**config.mk**
```make
export PLATFORM = sky130hd
export DESIGN_NAME = door_opener_timed_flat
export DESIGN_NICKNAME = d
export VERILOG_FILES = /design/src/rtl/door_opener_timed_pkg.sv /design/src/rtl/door_opener_timed_if.sv /design/src/rtl/door_opener_timed_timer.sv /design/src/rtl/door_opener_timed.sv /design/src/flat_wrapper.sv
export SDC_FILE = /design/constraint.sdc
export NUM_CORES = 1
export LEC_CHECK = 0
export ABC_AREA = 1
export CORE_ASPECT_RATIO = 1.25
export CORE_MARGIN = 2
export CORE_UTILIZATION = 54
export CTS_CLUSTER_SIZE = 28
export DETAILED_ROUTE_END_ITERATION = 16
export PLACE_DENSITY = 0.86
export SYNTH_ARGS = -nofsm -noshare
export SYNTH_HDL_FRONTEND = slang
export SYNTH_SLANG_ARGS = --single-unit
```
**constraint.sdc**
```tcl
create_clock -name clk -period 2.14 [get_ports clk]
set_input_delay 0.214 -clock clk [delete_from_list [all_inputs] [get_ports clk]]
set_output_delay 0.214 -clock clk [all_outputs]
set_load 0.01 [all_outputs]
```
**src/rtl/door_opener_timed_pkg.sv**
```systemverilog
// Shared types for the timed door opener.
// State encodings and the timer-width helper.
package door_opener_timed_pkg;

  typedef enum logic [2:0] {
    ST_INIT    = 3'd0,
    ST_CLOSED  = 3'd1,
    ST_OPENING = 3'd2,
    ST_OPEN    = 3'd3,
    ST_CLOSING = 3'd4,
    ST_STOPPED = 3'd5,
    ST_FAULT   = 3'd6,
    ST_BAD     = 3'd7
  } state_t;

  function automatic int cw_of(input int a, input int b);
    int m;
    m = (a > b) ? a : b;
    if (m < 1) m = 1;
    return $clog2(m + 1);
  endfunction

endpackage

```
**src/rtl/door_opener_timed_if.sv**
```systemverilog
// Door opener sensor/motor bundle.
// master drives the sensors, slave drives the motor.
interface door_opener_timed_if;
  logic       b;
  logic       c;
  logic       o;
  logic       s;
  logic       u;
  logic       d;
  logic [2:0] state;
  logic       fault;

  modport master (
    output b, c, o, s,
    input  u, d, state, fault
  );

  modport slave (
    input  b, c, o, s,
    output u, d, state, fault
  );
endinterface

```
**src/rtl/door_opener_timed_timer.sv**
```systemverilog
// Saturating up-counter used for travel and auto-close timing.
// clr wins over en; counting stops at all-ones.
module door_timer #(
  parameter int CW = 4
) (
  input  logic          clk,
  input  logic          r_n,
  input  logic          clr,
  input  logic          en,
  output logic [CW-1:0] q
);

  always_ff @(posedge clk or negedge r_n) begin
    if (!r_n) begin
      q <= '0;
    end else if (clr) begin
      q <= '0;
    end else if (en && (q != '1)) begin
      q <= q + 1'b1;
    end
  end

endmodule

```
**src/rtl/door_opener_timed.sv**
```systemverilog
// Timed door opener FSM with travel watchdog and auto-close.
// Outputs are decoded from the registered state only.
module door_opener_timed
  import door_opener_timed_pkg::*;
#(
  parameter int AUTO_CLOSE = 100,
  parameter int TRAVEL_MAX = 500
) (
  input logic               clk,
  input logic               r_n,
  door_opener_timed_if.slave io
);

  localparam int CW = cw_of(AUTO_CLOSE, TRAVEL_MAX);
  localparam int AC_M1 = (AUTO_CLOSE > 0) ? AUTO_CLOSE - 1 : 0;
  localparam int TM_M1 = (TRAVEL_MAX > 0) ? TRAVEL_MAX - 1 : 0;
  localparam logic [CW-1:0] AC_END = CW'(AC_M1);
  localparam logic [CW-1:0] TM_END = CW'(TM_M1);
  localparam bit AC_ON = (AUTO_CLOSE != 0);

  state_t        st;
  state_t        nx;
  logic          b_q;
  logic          b_edge;
  logic          last_dir;
  logic [CW-1:0] tmr;
  logic          t_en;
  logic          t_clr;
  logic          t_end;
  logic          a_end;

  assign b_edge = io.b & ~b_q;
  assign t_end  = (tmr == TM_END);
  assign a_end  = AC_ON && (tmr == AC_END);

  always_ff @(posedge clk or negedge r_n) begin
    if (!r_n) begin
      st       <= ST_INIT;
      b_q      <= 1'b0;
      last_dir <= 1'b1;
    end else begin
      st  <= nx;
      b_q <= io.b;
      if (nx != st) begin
        if (nx == ST_OPENING) last_dir <= 1'b1;
        if (nx == ST_CLOSING) last_dir <= 1'b0;
      end
    end
  end

  always_comb begin
    nx = st;
    if (st != ST_FAULT && io.c && io.o) begin
      nx = ST_FAULT;
    end else begin
      case (st)
        ST_INIT: begin
          if (io.o)      nx = ST_OPEN;
          else if (io.c) nx = ST_CLOSED;
          else           nx = ST_OPENING;
        end
        ST_CLOSED: begin
          if (b_edge) nx = ST_OPENING;
        end
        ST_OPENING: begin
          if (io.o)        nx = ST_OPEN;
          else if (t_end)  nx = ST_FAULT;
          else if (b_edge) nx = ST_STOPPED;
        end
        ST_OPEN: begin
          if (!io.s && (b_edge || a_end))
            nx = ST_CLOSING;
        end
        ST_CLOSING: begin
          if (io.s)        nx = ST_OPENING;
          else if (io.c)   nx = ST_CLOSED;
          else if (t_end)  nx = ST_FAULT;
          else if (b_edge) nx = ST_STOPPED;
        end
        ST_STOPPED: begin
          if (b_edge)
            nx = (last_dir && !io.s) ? ST_CLOSING
                                     : ST_OPENING;
        end
        ST_FAULT: nx = ST_FAULT;
        default:  nx = ST_FAULT;
      endcase
    end
  end

  // obstacle in OPEN restarts the auto-close count
  always_comb begin
    t_en  = (st == ST_OPENING) || (st == ST_CLOSING)
         || (st == ST_OPEN);
    t_clr = (nx != st) || !t_en
         || ((st == ST_OPEN) && io.s);
  end

  door_timer #(.CW(CW)) u_tmr (
    .clk (clk),
    .r_n (r_n),
    .clr (t_clr),
    .en  (t_en),
    .q   (tmr)
  );

  always_comb begin
    io.u     = 1'b0;
    io.d     = 1'b0;
    io.fault = 1'b0;
    io.state = st;
    unique case (1'b1)
      (st == ST_OPENING): io.u     = 1'b1;
      (st == ST_CLOSING): io.d     = 1'b1;
      (st == ST_FAULT):   io.fault = 1'b1;
      default: ;
    endcase
  end

endmodule
```
**src/flat_wrapper.sv**
```systemverilog
// flat-port wrapper written by rule: the top's interface ports become plain ports
module door_opener_timed_flat import door_opener_timed_pkg::*;
#(
  parameter int AUTO_CLOSE = 100,
  parameter int TRAVEL_MAX = 500
)
  (clk, r_n, io_b, io_c, io_o, io_s, io_u, io_d, io_state, io_fault);
  door_opener_timed_if io_i ();
  input logic clk;
  input logic r_n;
  input wire logic [$bits(io_i.b)-1:0] io_b;
  input wire logic [$bits(io_i.c)-1:0] io_c;
  input wire logic [$bits(io_i.o)-1:0] io_o;
  input wire logic [$bits(io_i.s)-1:0] io_s;
  output wire logic [$bits(io_i.u)-1:0] io_u;
  output wire logic [$bits(io_i.d)-1:0] io_d;
  output wire logic [$bits(io_i.state)-1:0] io_state;
  output wire logic [$bits(io_i.fault)-1:0] io_fault;
  assign io_i.b = io_b;
  assign io_i.c = io_c;
  assign io_i.o = io_o;
  assign io_i.s = io_s;
  assign io_u = io_i.u;
  assign io_d = io_i.d;
  assign io_state = io_i.state;
  assign io_fault = io_i.fault;
  door_opener_timed #(.AUTO_CLOSE(AUTO_CLOSE), .TRAVEL_MAX(TRAVEL_MAX)) u_core (.clk(clk), .r_n(r_n), .io(io_i));
endmodule
```
==> reports/results.txt, run 1 <==
Clock group share of total power -> 0.390
DIE HEIGHT -> 52.2 um
Cells after synthesis -> 146
Wirelength per Cell -> 12.6 um
Worst path arrival time -> 2.19 ns
P_sw -> 0.102 mW
CP Class -> flop to flop
Clock-pin slew on the worst setup and hold paths -> 0.09 ns
Req. time, crit path -> 2.31 ns
Post-DRT Antenna Nets -> 0
Most numerous cell in the Yosys netlist -> nand2_1
Routed via count -> 994
Hold_ws -> 0.304 ns
Hold Crit Class -> input pin to async pin
Clock Skew -> 0.00748 ns
Top FF cell, synth -> dfrtp_1
Maxcap violations -> 0
CP startpoint kind -> flop
Hold_buf cts -> 0
Syn Nets -> 154
Dominant cells by area after synthesis -> dfrtp_1 (32%), nand2_1 (18%), nor2_1 (8.2%)
Synth Area in Adders -> 0.0249
Critical Path Fanout Max -> 4
Synth top area share -> 0.324
R2R cell count -> 10
Starting DRT DRC Count -> 26
ANT cells -> 0
Leading area contributor after synthesis -> dfrtp_1
Area delta synth->final -> 21.3%
Hpwl dp -> 1.80 mm
Status -> completed
Switch share -> 0.210
Post-synthesis mux area share -> 0
Power per cell area -> 397 nW/um2
Post-layout util -> 0.690
VDD IR-drop max -> 393 uV
Nets -> 172
Skew-Pair Late Insertion Delay -> 0.28 ns
Vias/cell -> 5.46
Yosys warns -> 0
Number of synthesized flops with an enable pin -> 0
Synth Area in Compound Gates -> 0.0798
Crit path time final -> 2.02 ns
Total core area -> 1770 um2
Final WS setup -> 0.123 ns
Worst Setup End Kind -> flop
Xor and xnor area share after synthesis -> 0.0436
Post-synth ARST share -> 1.00
Longest Clk Path Bufs -> 2
DRT Pass-1 Iters -> 4
Syn Std Cell Area -> 1000 um2
Buffers on Ports -> 11
CP Cell Sequence -> ha_4, inv_1, nor4_1, ha_1, inv_1, nand4_1, or2_2, nor3_1, xnor2_1, nor2_1
Buffers & Inverters on Critical Path -> 2
RSZ-0062 raised after global routing -> yes
Final Cycle Share -> 0.943
Vias in the first global route -> 1007
CTS tree -> built
CP Depth -> 10
Simple-Gate Fraction of Synth Area -> 0.423
Row Count -> 17
Comb power frac -> 0.060
First-pass GRT wire length -> 4.12 mm
Die Wd -> 42.6 um
Synth cell types -> 29
Sink Count -> 14
P_int -> 0.381 mW
Main combinational cell family by area after synthesis -> simple AND/OR/NAND/NOR gates
Leak -> 0.584 nW
Crit-path max cell delay -> 0.44 ns
Initial antenna violation count -> 0
Origin of the critical flop-to-flop path -> u_core.u_tmr.q[0]
Slowest-stage cell, CP -> dfrtp_1
Post-Syn Area per Cell -> 6.87 um2
Post-DP Area -> 1140 um2
Worst slew pin tran -> 0.607 ns
CTS Root Cell -> clkbuf_4
Final WL -> 2.29 mm
DRC Markers -> 0
Pre-CTS WS -> 0.0778 ns
CP top delay family -> simple AND/OR/NAND/NOR gates
Setup crit start -> u_core.u_tmr.q[0]
Slew HR -> 0.594
Overall Power -> 0.483 mW
# setup viols final -> 0
Placer Congestion -> 0.925
I/O Pins -> 12
Most frequent cells after synthesis -> nand2_1 (47), nor2_1 (22), inv_1 (15)
Largest net degree at the start of global routing -> 15
Initial core utilization -> 0.568
GRT Residual Overflow -> 0
H-Tree Depth -> 1
Synthesis-stage register bit count -> 14
Share of cells above drive strength 1 -> 0.166
Final hold vios -> 0
Sequential fraction of design power -> 0.550
CTS Buf Count -> 3
Final Cell Area -> 1220 um2
Total global routing track utilization -> 0.244
Register area share after synthesis -> 0.350
Filler cells -> 148
Fmax -> 496 MHz
Full die area -> 2220 um2
Cell mode on critical path -> inv_1
Max-slew violation count -> 0
-- flip-flops by register name (all words and copies together), names as in the netlist --
name / count
u_core.last_dir: 1
u_core.u_tmr.q: 9
u_core.io.state: 3
u_core.b_q: 1
-- final cells by class --
cell class | instances | area [um2] | area share
multi-input combinational | 112 | 601 | 0.493
sequential | 14 | 353 | 0.290
timing repair buffer | 14 | 133 | 0.109
inverter | 19 | 71.3 | 0.0586
clock buffer | 4 | 36.3 | 0.0298
tap | 19 | 23.8 | 0.0195
-- cell families (layout without fill, tap and decap cells) --
| logic type | count (synthesis) | count (layout) |
|---|---|---|
| adders and majority gates | 2 | 2 |
| DFF | 14 | 14 |
| buffers and inverters | 20 | 37 |
| and+or+nand+nor | 94 | 94 |
| AOI/OAI and AO/OA | 11 | 11 |
| xor gates and xnor gates | 5 | 5 |
-- repair_timing --
| action | in CTS | in global routing |
|---|---|---|
| setup endpoints to repair | 0 | 10 |
| setup buffers | 0 | 1 |
| gates resized for setup | 0 | 6 |
-- worst paths after layout --
path,end,slack [ns]
worst max-delay path,u_core.u_tmr.q[7],0.12
worst min-delay path,u_core.u_tmr.q[1],0.30
worst max register to register,u_core.u_tmr.q[7],0.12
worst min register to register,u_core.last_dir,0.48
max in group asynchronous,u_core.io.state[2],1.40
min in group clk,u_core.b_q,0.41
-- per-stage QoR --
step / cells / TNS [ns]
2_1_floorplan: 146 / 0
3_3_place_gp: 177 / 0
3_5_place_dp: 177 / 0
4_1_cts: 181 / 0
5_1_grt: 182 / -0.109
6_report: 182 / 0
-- per-layer routing --
metal	GRT usage	up-vias	wire length (um)
li1	-	497	-
met1	0.296	449	995
met2	0.395	40	1110
met3	0.0448	8	132
met4	0.156	0	56
met5	0	-	0
-- cell usage in the layout (no fill, tap or decap), types with 2 or more instances in the layout --
cell | Yosys | routed
nor2_2 | 1 | 2
dfrtp_1 | 13 | 12
nand3_1 | 10 | 9
nand2_1 | 47 | 47
clkbuf_4 | 0 | 3
nor2_1 | 22 | 21
nand2_2 | 2 | 2
nor3_1 | 2 | 2
buf_4 | 1 | 3
clkdlybuf4s50_1 | 0 | 11
xnor2_1 | 2 | 2
inv_1 | 15 | 15
inv_2 | 4 | 4
nand3_2 | 1 | 2
o21ai_0 | 2 | 2
a21oi_2 | 3 | 3
xor2_1 | 3 | 3
nand4_1 | 4 | 4
-- power groups by stage --
stage / clock network (mW) / registers (mW) / logic [mW]
final: 0.188 / 0.266 / 0.0291
after global routing: 0.197 / 0.266 / 0.0334
after CTS: 0.189 / 0.266 / 0.0291
after detailed placement: 0 / 0.271 / 0.0289
after global placement: 0 / 0.271 / 0.0288
after floorplan: 0 / 0.271 / 0.0105
(Power assumes the default switching activity.)
==> inputs of run 2 (changes only) <==
--- a/config.mk
+++ b/config.mk
@@ -12,6 +12,7 @@
 export CTS_CLUSTER_SIZE = 28
 export DETAILED_ROUTE_END_ITERATION = 16
 export PLACE_DENSITY = 0.86
+export REMOVE_ABC_BUFFERS = 1
 export SYNTH_ARGS = -nofsm -noshare
 export SYNTH_HDL_FRONTEND = slang
 export SYNTH_SLANG_ARGS = --single-unit
==> run 2 against run 1 <==
  * Final area shrank 0.10%
  * Non-clock buffer count grew 1
  * Hold slack lost 0.0021 ns
  * Clock skew grew 0.0017 ns
  * Highest routed layer unchanged
  * Maximum frequency grew 1.2%
  * Clock power is essentially flat
  * Combinational power shrank 5%
  * First-iteration DRC count grew 77%
  * Setup slack gained 0.025 ns
==> reports/results.txt, run 2 (synthesis gave the netlist of run 1 again) <==
Commonest non-fill, non-tap cell in the layout -> nand2_1
Sink Count -> 14
Critical Path Fanout Max -> 4
Full die area -> 2220 um2
Fmax -> 502 MHz
CP startpoint kind -> flop
Initial core utilization -> 0.568
Placed Instances -> 176
Vias in the first global route -> 934
Wl on met1 -> 952 um
DRC Markers -> 0
Clock Skew -> 0.00922 ns
First-pass GRT wire length -> 3.81 mm
Crit path time final -> 1.99 ns
CP Cell Sequence -> ha_2, inv_1, nor4_1, ha_1, inv_1, nand4_1, or2_2, nor2_1, xnor2_1, nor2_1
# setup viols final -> 0
Wirelength per Cell -> 12.7 um
Row Count -> 17
CP top delay family -> simple AND/OR/NAND/NOR gates
Nets -> 173
R2R cell count -> 10
Largest Register -> u_core.u_tmr.q
I/O Pins -> 12
Starting DRT DRC Count -> 46
Met2 wire length -> 1.21 mm
Final WS setup -> 0.148 ns
H-Tree Depth -> 1
Buffers on Ports -> 11
Pre-CTS WS -> -0.0852 ns
DRT Pass-1 Iters -> 4
Share of cells above drive strength 1 -> 0.183
Post-DRT Antenna Nets -> 0
Final hold vios -> 0
Largest net degree at the start of global routing -> 15
Placer Congestion -> 0.980
Max reg flops -> 9
Die Wd -> 42.6 um
Sequential fraction of design power -> 0.553
Max-slew violation count -> 0
CP Depth -> 10
Commonest non-fill, non-tap cells in the layout -> nand2_1 (46), nor2_1 (20), inv_1 (15), dfrtp_1 (13), clkdlybuf4s50_1 (11)
VDD IR-drop max -> 431 uV
CTS Root Cell -> clkbuf_4
Hold_buf cts -> 0
Req. time, crit path -> 2.31 ns
Routed wl met3 -> 124 um
Switch share -> 0.207
Routed via count -> 1017
P_sw -> 0.0995 mW
Crit-path max cell delay -> 0.42 ns
Overall Power -> 0.480 mW
Clock-pin slew on the worst setup and hold paths -> 0.08 ns
Slew HR -> 0.598
Vias/cell -> 5.56
GRT Residual Overflow -> 0
Status -> completed
Longest Clk Path Bufs -> 2
CP Class -> flop to flop
Final Cell Area -> 1220 um2
Post-layout util -> 0.689
ANT cells -> 0
Power per cell area -> 395 nW/um2
Post-DP Area -> 1140 um2
Initial antenna violation count -> 0
Buffers & Inverters on Critical Path -> 2
Setup TNS -> 0 ns
Total global routing track utilization -> 0.232
Total core area -> 1770 um2
Slowest-stage cell, CP -> dfrtp_1
Cell Count, Final, Fillers Out -> 183
Final WL -> 2.32 mm
Final Cycle Share -> 0.931
Worst Setup End Kind -> flop
Hold Crit Class -> input pin to async pin
P_int -> 0.380 mW
Hpwl dp -> 1.73 mm
Hold_ws -> 0.302 ns
Filler cells -> 144
DR top layer -> met4
DIE HEIGHT -> 52.2 um
Maxcap violations -> 0
Area delta synth->final -> 21.2%
Worst slew pin tran -> 0.601 ns
Skew-Pair Late Insertion Delay -> 0.28 ns
Leak -> 0.588 nW
Clock group share of total power -> 0.389
CTS Buf Count -> 3
Worst path arrival time -> 2.16 ns
CTS tree -> built
Comb power frac -> 0.058
[run 2: changes by cell type in the layout (fill, tap and decap cells not counted), sizes merged]
cell and delta:
buf +1
[run 2: final timing paths]
kind	slack [ns]	endpoint	startpoint
worst max-delay path	0.15	u_core.u_tmr.q[5]	u_core.u_tmr.q[1]
max in group asynchronous	1.44	u_core.io.state[2]	r_n
worst max register to register	0.15	u_core.u_tmr.q[5]	u_core.u_tmr.q[1]
min in group clk	0.40	u_core.b_q	io_b
worst min register to register	0.48	u_core.last_dir	u_core.last_dir
worst min-delay path	0.30	u_core.u_tmr.q[3]	r_n
[run 2: power by group through the flow]
stage | combinational [mW] | clock (mW) | sequential, mW
finish | 0.0277 | 0.187 | 0.266
global placement | 0.0271 | 0 | 0.271
detailed placement | 0.0276 | 0 | 0.271
CTS | 0.0278 | 0.193 | 0.266
global route | 0.0313 | 0.201 | 0.266
floorplan | 0.0105 | 0 | 0.271
[run 2: layout make-up]
class / instances / area [um2] / share of cell area
clock buffer: 4 / 36.3 / 0.0298
inverter: 19 / 71.3 / 0.0586
multi-input combinational: 112 / 593 / 0.488
sequential: 14 / 352 / 0.289
tap: 19 / 23.8 / 0.0195
timing repair buffer: 15 / 140 / 0.115
[run 2: what timing repair did]
| item | in CTS | in global routing |
|---|---|---|
| buffers inserted | 0 | 3 |
| endpoints found under the setup margin | 0 | 10 |
| gates resized for setup | 0 | 6 |
[run 2: per-layer routing]
layer | global-route usage | up-vias
li1 | - | 503
met1 | 0.271 | 472
met2 | 0.403 | 40
met3 | 0.0241 | 2
met4 | 0.151 | 0
met5 | 0 | -
==> inputs of run 3 (changes only) <==
--- a/config.mk
+++ b/config.mk
@@ -5,7 +5,6 @@
 export SDC_FILE = /design/constraint.sdc
 export NUM_CORES = 1
 export LEC_CHECK = 0
-export ABC_AREA = 1
 export CORE_ASPECT_RATIO = 1.25
 export CORE_MARGIN = 2
 export CORE_UTILIZATION = 54
==> run 3 against run 2 <==
  * The run now ends with negative setup slack left
  * Maximum frequency decreased by 20%
  * Die area fell by 2.6%
  * Non-clock buffer count rose by 36
  * Sequential share of layout area shrank 5.5 points
  * Total power increased to 3.7 times the previous value
  * Combinational power rose to 42 times the previous value
  * First-iteration DRC count shrank 39%
  * Synthesized cell count decreased by 27%
  * Core utilization increased by 19 points
  * Sequential power up 49%
  * Final area rose by 24%
  * Register-to-register slack worse by 0.49 ns
==> reports/results.txt, run 3 <==
Largest net degree at the start of global routing -> 15
Commonest non-fill, non-tap cells in the layout -> buf_4 (38), dfrtp_1 (12), clkdlybuf4s50_1 (11), nand2_1 (8)
First-pass GRT wire length -> 5.27 mm
DIE HEIGHT -> 51.5 um
Status -> finished with violations
Final Cycle Share -> 1.16
Wirelength per Cell -> 19.6 um
Vias/cell -> 6.14
Yosys warns -> 0
I/O Pins -> 12
Synth cell types -> 45
CTS Buf Count -> 3
R2R cell count -> 9
Synth top area share -> 0.334
Post-layout util -> 0.874
Sequential fraction of design power -> 0.226
Largest Register -> u_core.u_tmr.q
Req. time, crit path -> 2.37 ns
Row Count -> 17
Power per cell area -> 1160 nW/um2
GRT Residual Overflow -> 0
Longest Clk Path Bufs -> 2
Final WL -> 3.45 mm
Synthesis-stage register bit count -> 14
Clock Skew -> 0.00641 ns
Hold Crit Class -> input pin to async pin
Placer Congestion -> 0.907
Failing checks -> negative setup slack
Pre-CTS WS -> -0.407 ns
Area delta synth->final -> 54.6%
Post-synth ARST share -> 1.00
Starting DRT DRC Count -> 28
Dominant cells by area after synthesis -> dfrtp_1 (33%), nor2_2 (5.8%), xor2_1 (3.6%)
Slew HR -> 0.577
Max-slew violation count -> 0
Buffers on Ports -> 11
CP Class -> flop to flop
Comb power frac -> 0.663
DRT Pass-1 Iters -> 4
Top FF cell, synth -> dfrtp_1
Post-DRT Antenna Nets -> 0
Routed via count -> 1081
Initial antenna violation count -> 0
Syn Std Cell Area -> 975 um2
DRC Markers -> 0
RSZ-0062 raised after global routing -> yes
Clock group share of total power -> 0.112
Fmax -> 403 MHz
Most frequent cells after synthesis -> dfrtp_1 (13), nor2_2 (9), nand2_1 (8)
Skew-Pair Late Insertion Delay -> 0.29 ns
CTS tree -> built
Max reg flops -> 9
R2r setup slk -> -0.34 ns
P_int -> 1.02 mW
Final hold vios -> 0
CP startpoint kind -> flop
Number of synthesized flops with an enable pin -> 0
# setup viols final -> 10
VDD IR-drop max -> 883 uV
Worst slew pin tran -> 0.633 ns
Final WS setup -> -0.339 ns
Total core area -> 1720 um2
Nets -> 166
Total global routing track utilization -> 0.333
Origin of the critical flop-to-flop path -> u_core.u_tmr.q[0]
Cells after synthesis -> 106
Crit path time final -> 2.48 ns
H-Tree Depth -> 1
Vias in the first global route -> 1160
Clock-pin slew on the worst setup and hold paths -> 0.09 ns
Leading area contributor after synthesis -> dfrtp_1
Maxcap violations -> 0
Hpwl dp -> 1.99 mm
Switch share -> 0.418
Worst Setup End Kind -> flop
Worst path arrival time -> 2.70 ns
Register area share after synthesis -> 0.361
Commonest non-fill, non-tap cell in the layout -> buf_4
Die Wd -> 42 um
Most numerous cell in the Yosys netlist -> dfrtp_1
P_sw -> 0.732 mW
Initial core utilization -> 0.566
Post-Syn Area per Cell -> 9.20 um2
Share of cells above drive strength 1 -> 0.420
ANT cells -> 0
Sink Count -> 14
Critical Path Fanout Max -> 5
Full die area -> 2160 um2
CTS Root Cell -> clkbuf_4
Worst R2R End -> u_core.u_tmr.q[6]
Leak -> 0.655 nW
run 3: changes by cell type after synthesis, sizes merged, moves of 4 or more:
| cell | previous run | this run |
|---|---|---|
| nor2 | 24 | 13 |
| nand3 | 11 | 1 |
| nand2 | 49 | 8 |
| inv | 19 | 6 |
| nand4 | 5 | 1 |
| nor3b | 0 | 4 |
run 3: how the worst max path moves through the flow:
| stage | startpoint | end | slack, ns | depth (start not counted) |
|---|---|---|---|---|
| 6_report | u_core.u_tmr.q[0] | u_core.u_tmr.q[6] | -0.34 | 9 |
| 5_1_grt | u_core.u_tmr.q[1] | u_core.u_tmr.q[3] | -0.44 | 11 |
| 4_1_cts | u_core.u_tmr.q[0] | u_core.u_tmr.q[6] | -0.21 | 9 |
| 3_5_place_dp | u_core.u_tmr.q[0] | u_core.u_tmr.q[6] | -0.41 | 9 |
| 3_3_place_gp | u_core.u_tmr.q[1] | u_core.u_tmr.q[7] | -0.29 | 9 |
| 2_1_floorplan | u_core.u_tmr.q[0] | u_core.u_tmr.q[0] | -0.37 | 8 |
run 3: cell families (layout without fill, tap and decap cells):
logic type | count (synthesis) | in the layout | synth area share
fa+ha+maj | 2 | 2 | 0.0257
flops | 14 | 14 | 0.361
mux | 2 | 2 | 0.0205
simple gates | 44 | 44 | 0.281
xor+xnor | 7 | 7 | 0.0629
buf+inv | 10 | 61 | 0.0488
compound gates | 27 | 27 | 0.200
run 3: worst max-delay path, cell delays in order, from the launching register on:
cell	delay, ns
dfrtp_1	0.42
ha_2	0.20
nor4bb_4	0.16
a221o_1	0.31
a211o_1	0.29
nor3b_2	0.26
o22ai_2	0.13
or3b_4	0.41
buf_6	0.16
nor2_4	0.08
run 3: through the flow:
step	area, um2	power (mW)	setup TNS (ns)	cells	hold WS [ns]
6_report	1510	1.75	-3.13	176	0.306
5_1_grt	1510	1.82	-4.13	176	0.381
4_1_cts	1480	1.66	-1.79	174	0.313
3_5_place_dp	1320	1.26	-3.82	164	0.620
3_3_place_gp	1320	1.23	-2.78	164	0.597
2_1_floorplan	950	0.775	-3.36	102	-0.0816
run 3: what timing repair did:
| action | 4_1_cts | 5_1_grt |
|---|---|---|
| buffers inserted | 7 | 2 |
| cloned | 1 | 0 |
| gates resized for setup | 16 | 3 |
| hold buffers | 0 | 0 |
| pin swaps | 18 | 4 |
| endpoints found under the setup margin | 10 | 10 |
run 3: cell type report:
class	instances	area [um2]
multi-input combinational	82	653
timing repair buffer	51	418
sequential	14	353
fill	87	216
clock buffer	4	36.3
tap	19	23.8
inverter	6	22.5
run 3: power groups by stage:
stage / Sequential, mW / Clock, mW / Combinational (mW)
detailed placement: 0.392 / 0 / 0.863
floorplan: 0.404 / 0 / 0.371
global route: 0.401 / 0.202 / 1.22
global placement: 0.389 / 0 / 0.840
finish: 0.396 / 0.196 / 1.16
CTS: 0.389 / 0.197 / 1.07
run 3: routing by layer:
metal,global-route usage,vias up,wire length [um]
met3,0.0521,26,146
met4,0.215,0,175
met5,0,-,0
li1,-,490,-
met2,0.635,48,1860
met1,0.330,517,1270
